**config.mk**
```make
export PLATFORM = sky130hd
export DESIGN_NAME = ex_lsu_flat
export DESIGN_NICKNAME = d
export VERILOG_FILES = /design/src/rtl/ex_lsu_pkg.sv /design/src/rtl/ex_lsu_if.sv /design/src/rtl/ex_lsu_align.sv /design/src/rtl/ex_lsu.sv /design/src/flat_wrapper.sv
export SDC_FILE = /design/constraint.sdc
export NUM_CORES = 1
export LEC_CHECK = 0
export CELL_PAD_IN_SITES_DETAIL_PLACEMENT = 0
export CELL_PAD_IN_SITES_GLOBAL_PLACEMENT = 1
export CORE_MARGIN = 1.5
export CORE_UTILIZATION = 36
export CTS_BUF_LIST = sky130_fd_sc_hd__clkbuf_8
export CTS_CLUSTER_SIZE = 14
export DETAILED_ROUTE_END_ITERATION = 7
export GPL_ROUTABILITY_DRIVEN = 0
export GPL_TIMING_DRIVEN = 0
export PLACE_DENSITY = 0.89
export REMOVE_ABC_BUFFERS = 1
export SLEW_MARGIN = 20
export SYNTH_ARGS = -nofsm -noshare
export SYNTH_HDL_FRONTEND = slang
export SYNTH_SLANG_ARGS = --single-unit
```
**constraint.sdc**
```tcl
create_clock -name clk_i -period 3.3 [get_ports clk_i]
set_input_delay 0.495 -clock clk_i [delete_from_list [all_inputs] [get_ports clk_i]]
set_output_delay 0.495 -clock clk_i [all_outputs]
set_load 0.02 [all_outputs]
```
**src/rtl/ex_lsu_pkg.sv**
```systemverilog
// Shared definitions for the execute-stage load/store unit: RV32I memory
// funct3 encodings and the transaction FSM state type.
package ex_lsu_pkg;

    // Load encodings (lsu_we_i = 0)
    localparam logic [2:0] LSU_LB  = 3'b000;
    localparam logic [2:0] LSU_LH  = 3'b001;
    localparam logic [2:0] LSU_LW  = 3'b010;
    localparam logic [2:0] LSU_LBU = 3'b100;
    localparam logic [2:0] LSU_LHU = 3'b101;

    // Store encodings (lsu_we_i = 1)
    localparam logic [2:0] LSU_SB  = 3'b000;
    localparam logic [2:0] LSU_SH  = 3'b001;
    localparam logic [2:0] LSU_SW  = 3'b010;

    // One bus transaction: idle, request until granted, wait for response
    typedef enum logic [1:0] {
        LSU_IDLE,
        LSU_REQ,
        LSU_WAIT
    } lsu_state_t;

endpackage

```
**src/rtl/ex_lsu_if.sv**
```systemverilog
// Data-bus interface between the load/store unit (master) and memory (slave).
// Signal suffixes are written from the load/store unit's point of view.
interface ex_lsu_if #(
    parameter int XLEN = 32
);
    logic            dbus_req_o;
    logic            dbus_we_o;
    logic [3:0]      dbus_be_o;
    logic [XLEN-1:0] dbus_addr_o;
    logic [XLEN-1:0] dbus_wdata_o;
    logic            dbus_gnt_i;
    logic            dbus_rvalid_i;
    logic [XLEN-1:0] dbus_rdata_i;

    modport master (
        output dbus_req_o, dbus_we_o, dbus_be_o, dbus_addr_o, dbus_wdata_o,
        input  dbus_gnt_i, dbus_rvalid_i, dbus_rdata_i
    );

    modport slave (
        input  dbus_req_o, dbus_we_o, dbus_be_o, dbus_addr_o, dbus_wdata_o,
        output dbus_gnt_i, dbus_rvalid_i, dbus_rdata_i
    );
endinterface

```
**src/rtl/ex_lsu_align.sv**
```systemverilog
// Purely combinational lane logic for the load/store unit: decodes the
// incoming op, flags misalignment, builds byte enables and replicated store
// data, and extracts/extends returning load data.
module ex_lsu_align
    import ex_lsu_pkg::*;
(
    // request side (live inputs from EX)
    input  logic        we_i,
    input  logic [2:0]  funct3_i,
    input  logic [1:0]  addrOff_i,
    input  logic [31:0] wdata_i,
    output logic        opValid_o,
    output logic        misalign_o,
    output logic [3:0]  be_o,
    output logic [31:0] wdata_o,
    // response side (registered op attributes plus bus read data)
    input  logic [2:0]  ldFunct3_i,
    input  logic [1:0]  ldOff_i,
    input  logic [31:0] rdata_i,
    output logic [31:0] ldData_o
);

    logic [31:0] shifted;

    // Request decode: legality, alignment, byte enables and store lanes
    always_comb begin
        opValid_o  = 1'b0;
        misalign_o = 1'b0;
        be_o       = 4'b1111;
        wdata_o    = '0;
        if (we_i) begin
            case (funct3_i)
                LSU_SB: begin
                    opValid_o = 1'b1;
                    be_o      = 4'b0001 << addrOff_i;
                    wdata_o   = {4{wdata_i[7:0]}};
                end
                LSU_SH: begin
                    opValid_o  = 1'b1;
                    misalign_o = addrOff_i[0];
                    be_o       = 4'b0011 << addrOff_i;
                    wdata_o    = {2{wdata_i[15:0]}};
                end
                LSU_SW: begin
                    opValid_o  = 1'b1;
                    misalign_o = |addrOff_i;
                    wdata_o    = wdata_i;
                end
                default: ;
            endcase
        end else begin
            case (funct3_i)
                LSU_LB, LSU_LBU: opValid_o = 1'b1;
                LSU_LH, LSU_LHU: begin
                    opValid_o  = 1'b1;
                    misalign_o = addrOff_i[0];
                end
                LSU_LW: begin
                    opValid_o  = 1'b1;
                    misalign_o = |addrOff_i;
                end
                default: ;
            endcase
        end
    end

    // Load extraction: shift the addressed byte/half to lane 0, then extend
    always_comb begin
        shifted = rdata_i >> {ldOff_i, 3'b000};
        case (ldFunct3_i)
            LSU_LB:  ldData_o = {{24{shifted[7]}}, shifted[7:0]};
            LSU_LBU: ldData_o = {24'b0, shifted[7:0]};
            LSU_LH:  ldData_o = {{16{shifted[15]}}, shifted[15:0]};
            LSU_LHU: ldData_o = {16'b0, shifted[15:0]};
            default: ldData_o = shifted;
        endcase
    end

endmodule

```
**src/rtl/ex_lsu.sv**
```systemverilog
// Execute-stage load/store unit. Accepts one memory op at a time in IDLE,
// drives a registered req/gnt/rvalid bus transaction, stalls the pipeline
// until the response arrives, and returns extended load data.
module ex_lsu
    import ex_lsu_pkg::*;
#(
    parameter int XLEN = 32
) (
    input  logic            clk_i,
    input  logic            rst_n_i,
    input  logic            lsu_req_i,
    input  logic            lsu_we_i,
    input  logic [2:0]      lsu_funct3_i,
    input  logic [XLEN-1:0] lsu_addr_i,
    input  logic [XLEN-1:0] lsu_wdata_i,
    output logic            lsu_stall_o,
    output logic            lsu_done_o,
    output logic            lsu_rd_valid_o,
    output logic [XLEN-1:0] lsu_rd_data_o,
    output logic            lsu_misalign_o,
    ex_lsu_if.master        dbus
);

    lsu_state_t  state_q, state_d;
    logic [29:0] wordAddr_q;
    logic [3:0]  be_q;
    logic [31:0] wdata_q;
    logic        we_q;
    logic [2:0]  funct3_q;
    logic [1:0]  off_q;
    logic [31:0] rdData_q;

    logic        opValid;
    logic        opMisalign;
    logic [3:0]  alignBe;
    logic [31:0] alignWdata;
    logic [31:0] ldData;

    logic        accept;
    logic        stall;
    logic        misalign;
    logic        done;
    logic        rdValid;

    ex_lsu_align u_align (
        .we_i       (lsu_we_i),
        .funct3_i   (lsu_funct3_i),
        .addrOff_i  (lsu_addr_i[1:0]),
        .wdata_i    (lsu_wdata_i),
        .opValid_o  (opValid),
        .misalign_o (opMisalign),
        .be_o       (alignBe),
        .wdata_o    (alignWdata),
        .ldFunct3_i (funct3_q),
        .ldOff_i    (off_q),
        .rdata_i    (dbus.dbus_rdata_i),
        .ldData_o   (ldData)
    );

    // Next-state and per-cycle handshake decode
    always_comb begin
        state_d  = state_q;
        accept   = 1'b0;
        stall    = 1'b0;
        misalign = 1'b0;
        done     = 1'b0;
        rdValid  = 1'b0;
        case (state_q)
            LSU_IDLE: begin
                if (lsu_req_i && opValid) begin
                    if (opMisalign) begin
                        misalign = 1'b1;
                    end else begin
                        accept  = 1'b1;
                        stall   = 1'b1;
                        state_d = LSU_REQ;
                    end
                end
            end
            LSU_REQ: begin
                stall = 1'b1;
                if (dbus.dbus_gnt_i) begin
                    state_d = LSU_WAIT;
                end
            end
            LSU_WAIT: begin
                if (dbus.dbus_rvalid_i) begin
                    done    = 1'b1;
                    rdValid = ~we_q;
                    state_d = LSU_IDLE;
                end else begin
                    stall = 1'b1;
                end
            end
            default: state_d = LSU_IDLE;
        endcase
    end

    // FSM state register
    always_ff @(posedge clk_i or negedge rst_n_i) begin
        if (!rst_n_i) begin
            state_q <= LSU_IDLE;
        end else begin
            state_q <= state_d;
        end
    end

    // Capture the accepted op so the bus sees stable values until granted
    always_ff @(posedge clk_i or negedge rst_n_i) begin
        if (!rst_n_i) begin
            wordAddr_q <= '0;
            be_q       <= '0;
            wdata_q    <= '0;
            we_q       <= 1'b0;
            funct3_q   <= '0;
            off_q      <= '0;
        end else if (accept) begin
            wordAddr_q <= lsu_addr_i[31:2];
            be_q       <= alignBe;
            wdata_q    <= alignWdata;
            we_q       <= lsu_we_i;
            funct3_q   <= lsu_funct3_i;
            off_q      <= lsu_addr_i[1:0];
        end
    end

    // Last completed load result, held between loads
    always_ff @(posedge clk_i or negedge rst_n_i) begin
        if (!rst_n_i) begin
            rdData_q <= '0;
        end else if (rdValid) begin
            rdData_q <= ldData;
        end
    end

    // The IDLE-state terms depend on live inputs, so they are masked while
    // reset is asserted to keep every output at zero during reset.
    assign lsu_stall_o    = stall & rst_n_i;
    assign lsu_misalign_o = misalign & rst_n_i;
    assign lsu_done_o     = done;
    assign lsu_rd_valid_o = rdValid;
    assign lsu_rd_data_o  = rdValid ? ldData : rdData_q;

    assign dbus.dbus_req_o   = (state_q == LSU_REQ);
    assign dbus.dbus_we_o    = we_q;
    assign dbus.dbus_be_o    = be_q;
    assign dbus.dbus_addr_o  = {wordAddr_q, 2'b00};
    assign dbus.dbus_wdata_o = wdata_q;

endmodule

```
**src/flat_wrapper.sv**
```systemverilog
// flat-port wrapper written by rule: the top's interface ports become plain ports
module ex_lsu_flat import ex_lsu_pkg::*;
#(
    parameter int XLEN = 32
)
  (clk_i, rst_n_i, lsu_req_i, lsu_we_i, lsu_funct3_i, lsu_addr_i, lsu_wdata_i, lsu_stall_o, lsu_done_o, lsu_rd_valid_o, lsu_rd_data_o, lsu_misalign_o, dbus_dbus_req_o, dbus_dbus_we_o, dbus_dbus_be_o, dbus_dbus_addr_o, dbus_dbus_wdata_o, dbus_dbus_gnt_i, dbus_dbus_rvalid_i, dbus_dbus_rdata_i);
  ex_lsu_if #(.XLEN(XLEN)) dbus_i ();
  input  logic clk_i;
  input  logic rst_n_i;
  input  logic lsu_req_i;
  input  logic lsu_we_i;
  input  logic [2:0] lsu_funct3_i;
  input  logic [XLEN-1:0] lsu_addr_i;
  input  logic [XLEN-1:0] lsu_wdata_i;
  output logic lsu_stall_o;
  output logic lsu_done_o;
  output logic lsu_rd_valid_o;
  output logic [XLEN-1:0] lsu_rd_data_o;
  output logic lsu_misalign_o;
  output wire logic [$bits(dbus_i.dbus_req_o)-1:0] dbus_dbus_req_o;
  output wire logic [$bits(dbus_i.dbus_we_o)-1:0] dbus_dbus_we_o;
  output wire logic [$bits(dbus_i.dbus_be_o)-1:0] dbus_dbus_be_o;
  output wire logic [$bits(dbus_i.dbus_addr_o)-1:0] dbus_dbus_addr_o;
  output wire logic [$bits(dbus_i.dbus_wdata_o)-1:0] dbus_dbus_wdata_o;
  input wire logic [$bits(dbus_i.dbus_gnt_i)-1:0] dbus_dbus_gnt_i;
  input wire logic [$bits(dbus_i.dbus_rvalid_i)-1:0] dbus_dbus_rvalid_i;
  input wire logic [$bits(dbus_i.dbus_rdata_i)-1:0] dbus_dbus_rdata_i;
  assign dbus_dbus_req_o = dbus_i.dbus_req_o;
  assign dbus_dbus_we_o = dbus_i.dbus_we_o;
  assign dbus_dbus_be_o = dbus_i.dbus_be_o;
  assign dbus_dbus_addr_o = dbus_i.dbus_addr_o;
  assign dbus_dbus_wdata_o = dbus_i.dbus_wdata_o;
  assign dbus_i.dbus_gnt_i = dbus_dbus_gnt_i;
  assign dbus_i.dbus_rvalid_i = dbus_dbus_rvalid_i;
  assign dbus_i.dbus_rdata_i = dbus_dbus_rdata_i;
  ex_lsu #(.XLEN(XLEN)) u_core (.clk_i(clk_i), .rst_n_i(rst_n_i), .lsu_req_i(lsu_req_i), .lsu_we_i(lsu_we_i), .lsu_funct3_i(lsu_funct3_i), .lsu_addr_i(lsu_addr_i), .lsu_wdata_i(lsu_wdata_i), .lsu_stall_o(lsu_stall_o), .lsu_done_o(lsu_done_o), .lsu_rd_valid_o(lsu_rd_valid_o), .lsu_rd_data_o(lsu_rd_data_o), .lsu_misalign_o(lsu_misalign_o), .dbus(dbus_i));
endmodule
```
; ---- After elaboration in Yosys (flattened, before gate mapping)
; Cells that the tools add are included.
[totals]
reg_bits = 106
word_cells = 65
[classes]
eq_ne = 13
n_shift = 3
muxes = 29
bitwise = 3
n_reduce_logical = 9
[ops]
columns = cell, n
row1 = 32-bit one-hot mux with 4 select lines, 1
row2 = 32-bit one-hot mux with 3 select lines, 1
row3 = 32-bit two-way mux, 2
row4 = 32-bit by 5-bit right shift with 32-bit output, 1
row5 = 1-bit two-way mux, 15
row6 = "3-bit == test, second input constant", 4
row7 = 2-bit two-way mux, 4
row8 = 4-bit one-hot mux with 2 select lines, 1
row9 = "3-bit by 1-bit == test with 1-bit output, second input constant", 2
row10 = 3-bit zero test, 2
row11 = 2-bit one-hot mux with 3 select lines, 1
row12 = 5-bit OR reduction, 1
row13 = 4-bit two-way mux, 1
row14 = "2-bit by 1-bit != test with 1-bit output, second input constant", 2
row15 = "2-bit != test, second input constant", 2
row16 = 1-bit one-hot mux with 2 select lines, 2
row17 = 4-bit AND reduction, 1
row18 = 2-bit OR reduction, 2
row19 = "1-bit by 2-bit left shift with 4-bit output, first input constant", 1
row20 = "2-bit by 2-bit left shift with 4-bit output, first input constant", 1
row21 = "3-bit by 2-bit == test with 1-bit output, second input constant", 1
row22 = 1-bit one-hot mux with 3 select lines, 1
row23 = 3-bit OR reduction, 1
row24 = 1-bit AND, 2
row25 = 5 further kinds, 5

; ---- Depth between registers and ports, before layout
[logic_depth]
ltp_word = 8
ltp_mapped = 6

; ---- Modules after synthesis
; From an unflattened synthesis, not the netlist that was laid out.
[unflattened]
cells_unflattened = 466
hier_area_um2 = 5464.0
[modules_own_cells]
columns = mod, n_inst, cells_per_inst, area_per_inst_um2, seq_area_each_um2
row1 = ex_lsu, 1, 238, 4047.6, 2652.5
row2 = ex_lsu_align, 1, 228, 1416.4, 0.0

; ---- Worst setup path before layout
; OpenSTA, ideal clock, no wires.
[synth_timing]
kind = reg2out
start = reg u_core.off_q[0]
end = out lsu_rd_data_o[23]
t_arrival_ns = 1.784
path_slack_ns = 1.021
stages_incl_launch_ff = 5
path_cell_list = dfrtp_1 > buf_2 > buf_2 > mux2i_1 > o311ai_0
[synth_via]
elab_chain_len = 3
[synth_lines]
columns = item, line
row1 = start: declaration, ex_lsu.sv:30  ; logic [1:0] off_q;
row2 = start signal: assignment, ex_lsu.sv:123  ; off_q <= lsu_addr_i[1:0];
row3 = 32-bit by 5-bit right shift with 32-bit output, ex_lsu_align.sv:69  ; shifted = rdata_i >> {ldOff_i, 3'b000};
row4 = 32-bit one-hot mux with 4 select lines, ex_lsu_align.sv:70  ; case (ldFunct3_i)
row5 = 32-bit two-way mux, ex_lsu.sv:142  ; assign lsu_rd_data_o = rdValid ? ldData : rdData_q;
row6 = end: declaration, flat_wrapper.sv:18  ; output logic [XLEN-1:0] lsu_rd_data_o;
; No other way between the ends.

; ---- Worst setup path in the final report
[layout_timing]
start = in dbus_dbus_rdata_i[23]
end = out lsu_rd_data_o[20]
[layout_via]
elab_chain_len = 3
[layout_lines]
columns = item, line
row1 = start: declaration, flat_wrapper.sv:27  ; input wire logic [$bits(dbus_i.dbus_rdata_i)-1:0] dbus_dbus_rdata_i;
row2 = 32-bit by 5-bit right shift with 32-bit output, ex_lsu_align.sv:69
row3 = 32-bit one-hot mux with 4 select lines, ex_lsu_align.sv:70
row4 = 32-bit two-way mux, ex_lsu.sv:142
; No other way between the ends.

==> flow_results.org <==
** Status
- Result of the run :: complete, no violations

** Worst setup path
- The worst register-to-register path has a depth of 4.
- The critical path starts at dbus_dbus_rdata_i[23].
- The signal on the critical path passes through clkdlybuf4s50_1 -> mux4_1 -> o211ai_4 -> buf_4 -> nand3_1 -> clkdlybuf4s50_1.
- The worst register-to-register path begins at u_core.state_q[1].
- Worst path max stage delay :: 610 ps
- Most frequent CP cell :: sky130_fd_sc_hd__clkdlybuf4s50_1
- For the worst setup path, the data arrival time is 2720 ps.
- The slowest stage of the critical path is the sky130_fd_sc_hd__mux4_1 cell.
- Startpoint types :: primary input
- Endpoint kind of the worst setup timing path :: output pin
- The kind of cell with the highest combined delay along the critical path is buffers and inverters.
- For the worst setup path, the data required time is 2800 ps.
- Along the worst path, the maximum fanout reaches 9.
- CP bufs+invs :: 3
- Startpoint-to-endpoint class of the critical path :: in -> out
- CP Depth :: 6

** Yosys
- Mean instance size in the synthesized netlist :: 10.7 sq um
- Cells after synthesis :: 489
- Counting flops and latches in the post-synthesis netlist gives 106.
- After synthesis, the cell types taking the most area are sky130_fd_sc_hd__dfrtp_1, sky130_fd_sc_hd__mux2_2, sky130_fd_sc_hd__nand2_1, sky130_fd_sc_hd__a21oi_1, sky130_fd_sc_hd__mux2i_1.
- Top cell type by total area after synthesis :: sky130_fd_sc_hd__dfrtp_1
- Leading cell type by number of instances after synthesis :: sky130_fd_sc_hd__dfrtp_1
- Number of different library cells in the post-synthesis netlist :: 40
- Fraction of post-synthesis cell area in the top cell type by area :: 50.8%
- Ys Warns :: 0
- Proportion of synthesized flip-flops having asynchronous set or reset :: 100%
- Number of enable flip-flop cells after synthesis :: 0
- The mapped netlist covers 5220 sq um.
- Sequential share of the synthesized area :: 50.8%
- Most used DFF post-synth :: sky130_fd_sc_hd__dfrtp_1
- Synth top cells by count :: sky130_fd_sc_hd__dfrtp_1, sky130_fd_sc_hd__mux2_2, sky130_fd_sc_hd__nand2_1

** Global route
- The first global-routing pass estimated 23.4 mm of wire.
- The initial antenna violation count is 0.
- Aggregate global routing overflow :: 0
- Via count of the first global-routing pass :: 4,598
- Combined global-route utilization of all metal layers :: 20.0%
- Maximum number of pins on one net before global-route repair :: 71

** Finish
- Utilization after layout :: 55.5%
- For this run, the number of standard cells in the final layout without fillers is 874.
- Cells with a size suffix above 1 make up 16.6% of the layout.
- At the end of the flow, the number of nets in the layout was 794.
- Count of filler cells inserted in the layout :: 1,204
- Post-route cell area :: 7770 sq um
- Relative to the synthesized area, the layout overhead comes to 48.8%.
- The repair_antennas step left the layout with diodes totalling 0.

** Die
- Vertical extent of the die :: 123 microns
- Placeable core area :: 14,000 sq um
- Core Rows :: 43
- 211 I/O pins were placed.
- Starting density of the core :: 37.3%
- Die width :: 123 microns
- DIE AREA :: 15,200 sq um

** Route
- Remaining routing DRC violations :: 0
- Remaining antenna violation count after routing :: 0
- For this block, the via count after detailed routing is 4,527.
- After the first detailed-routing iteration, the DRC count stood at 189.
- The pre-antenna-repair detailed-routing pass consisted of 5 iterations.
- After detailed routing, the average wire length per cell comes to 17.7 microns.
- Routed vias/inst :: 5.18
- Summed over all layers, the routed wires come to 15.5 mm.

** Clock network
- Clock Pin Slew Worst Setup and Hold Paths :: 90 ps
- Worst skew pair latency :: 390 ps
- Clock tree synthesis selected as its root buffer the cell sky130_fd_sc_hd__clkbuf_8.
- TritonCTS clock tree :: yes
- Number of sinks driven by the clock tree :: 106
- CTS built an H-tree with a depth of 3.
- Number of buffers created by CTS :: 9
- CTS max path bufs :: 2

** Power and ir drop
- Largest voltage drop on the vdd net :: 0.000363 V
- Power per unit of standard cell area :: 742 nW/um^2
- Static leakage :: 3.47 nW

** STA
- Final WS setup :: 87.6 ps
- For the pin with the worst max-slew slack, the measured transition is 986 ps.
- Portion of the clock cycle consumed by the worst path in the final layout :: 97.3%
- Setup repair after global routing left no endpoint under its margin.
- Setup violations remaining at the end of the flow were counted as 0.
- The worst pin sits at a relative slew slack of 34.3%.
- Number of pins with negative max-slew slack in the final report :: 0
- For the final database, setup skew stands at 9.34 ps.
- Minimum clock period :: 3210 ps
- Maximum clock frequency :: 311 MHz
- The total count of hold-check failures in the final report was 0.

** Placed design
- The wire-length estimate of the detail-placed layout is 10.6 mm.
- Pre-CTS setup slack :: -936 ps
- Once placement finished, the instance area stood at 7370 sq um.
- Buffers placed on the I/O ports in this run total 208.
- Cells after DPL :: 845

** Job
- Across the run, the number of max-cap violations was 0.

** Hold path
- Class of the worst hold path :: in -> async
sequential cells by signal (all words and copies together) (netlist names):
signal                    flops
u_core.dbus.dbus_wdata_o     32
u_core.rdData_q              32
u_core.wordAddr_q            30
u_core.funct3_q               3
u_core.off_q                  2
u_core.dbus.dbus_we_o         1
u_core.dbus.dbus_be_o         4
u_core.state_q                2
path summary, 6_finish.rpt:
kind                            slack, ps               endpoint
max in group asynchronous            2590  u_core.wordAddr_q[28]
worst min-delay path                   40     u_core.rdData_q[4]
worst max register to register        840  u_core.wordAddr_q[14]
min in group clk_i                    500     u_core.rdData_q[4]
worst max-delay path                   90      lsu_rd_data_o[20]
worst min register to register        500     u_core.rdData_q[4]
logic make-up (layout without fill, tap and decap cells):
logic type,after synthesis,in the layout,share of synthesized area (%)
muxes,86,86,18.4
DFF,106,106,50.8
buffers and inverters,39,243,4.27
and+or+nand+nor,156,156,14.4
AOI/OAI and AO/OA,101,101,12.0
other,1,2,0.0719
per-stage QoR:
stage	TNS, ps	hold slack, ps	power, mW
2_1_floorplan	0	199	3.45
3_3_place_gp	-374560	477	4.76
3_5_place_dp	-75160	470	4.84
4_1_cts	0	36.3	5.78
5_1_grt	0	60.8	6.06
6_report	0	44.7	5.76
timing repair:
item	4_1_cts	5_1_grt
resized for setup	18	15
setup endpoints to repair	105	24
pin swaps	1	0
hold buffers	0	0
hold endpoints to repair	0	0
setup buffers	6	7
layer usage:
metal	routed length (microns)	global-route usage [%]
met4	292	5.89
met5	0	0
met3	1460	8.16
met2	7470	33.9
met1	6260	23.3
area by class of cell:
type	count	area [sq um]	area share [%]
clock inverter	7	83.8	1.08
tap	180	225	2.90
timing repair buffer	223	2270	29.2
sequential	106	2660	34.3
clock buffer	9	124	1.59
inverter	4	20.0	0.258
multi-input combinational	345	2390	30.7
where the power goes:
part	total, mW	internal (mW)	switching, mW
Sequential	2.03	1.76	0.268
Clock	0.863	0.366	0.497
Combinational	2.87	1.42	1.45
cell usage in the layout (no fill, tap or decap), types with 12 or more instances in the layout:
| cell | n |
|---|---|
| sky130_fd_sc_hd__o21ai_0 | 17 |
| sky130_fd_sc_hd__clkdlybuf4s50_1 | 191 |
| sky130_fd_sc_hd__mux2_2 | 67 |
| sky130_fd_sc_hd__nand3_1 | 32 |
| sky130_fd_sc_hd__nand2_1 | 62 |
| sky130_fd_sc_hd__mux2i_1 | 18 |
| sky130_fd_sc_hd__nor2_1 | 23 |
| sky130_fd_sc_hd__a21o_1 | 18 |
| sky130_fd_sc_hd__a21oi_1 | 45 |
| sky130_fd_sc_hd__dlymetal6s2s_1 | 12 |
| sky130_fd_sc_hd__dfrtp_1 | 104 |
Power figures use the tool's default switching activity.
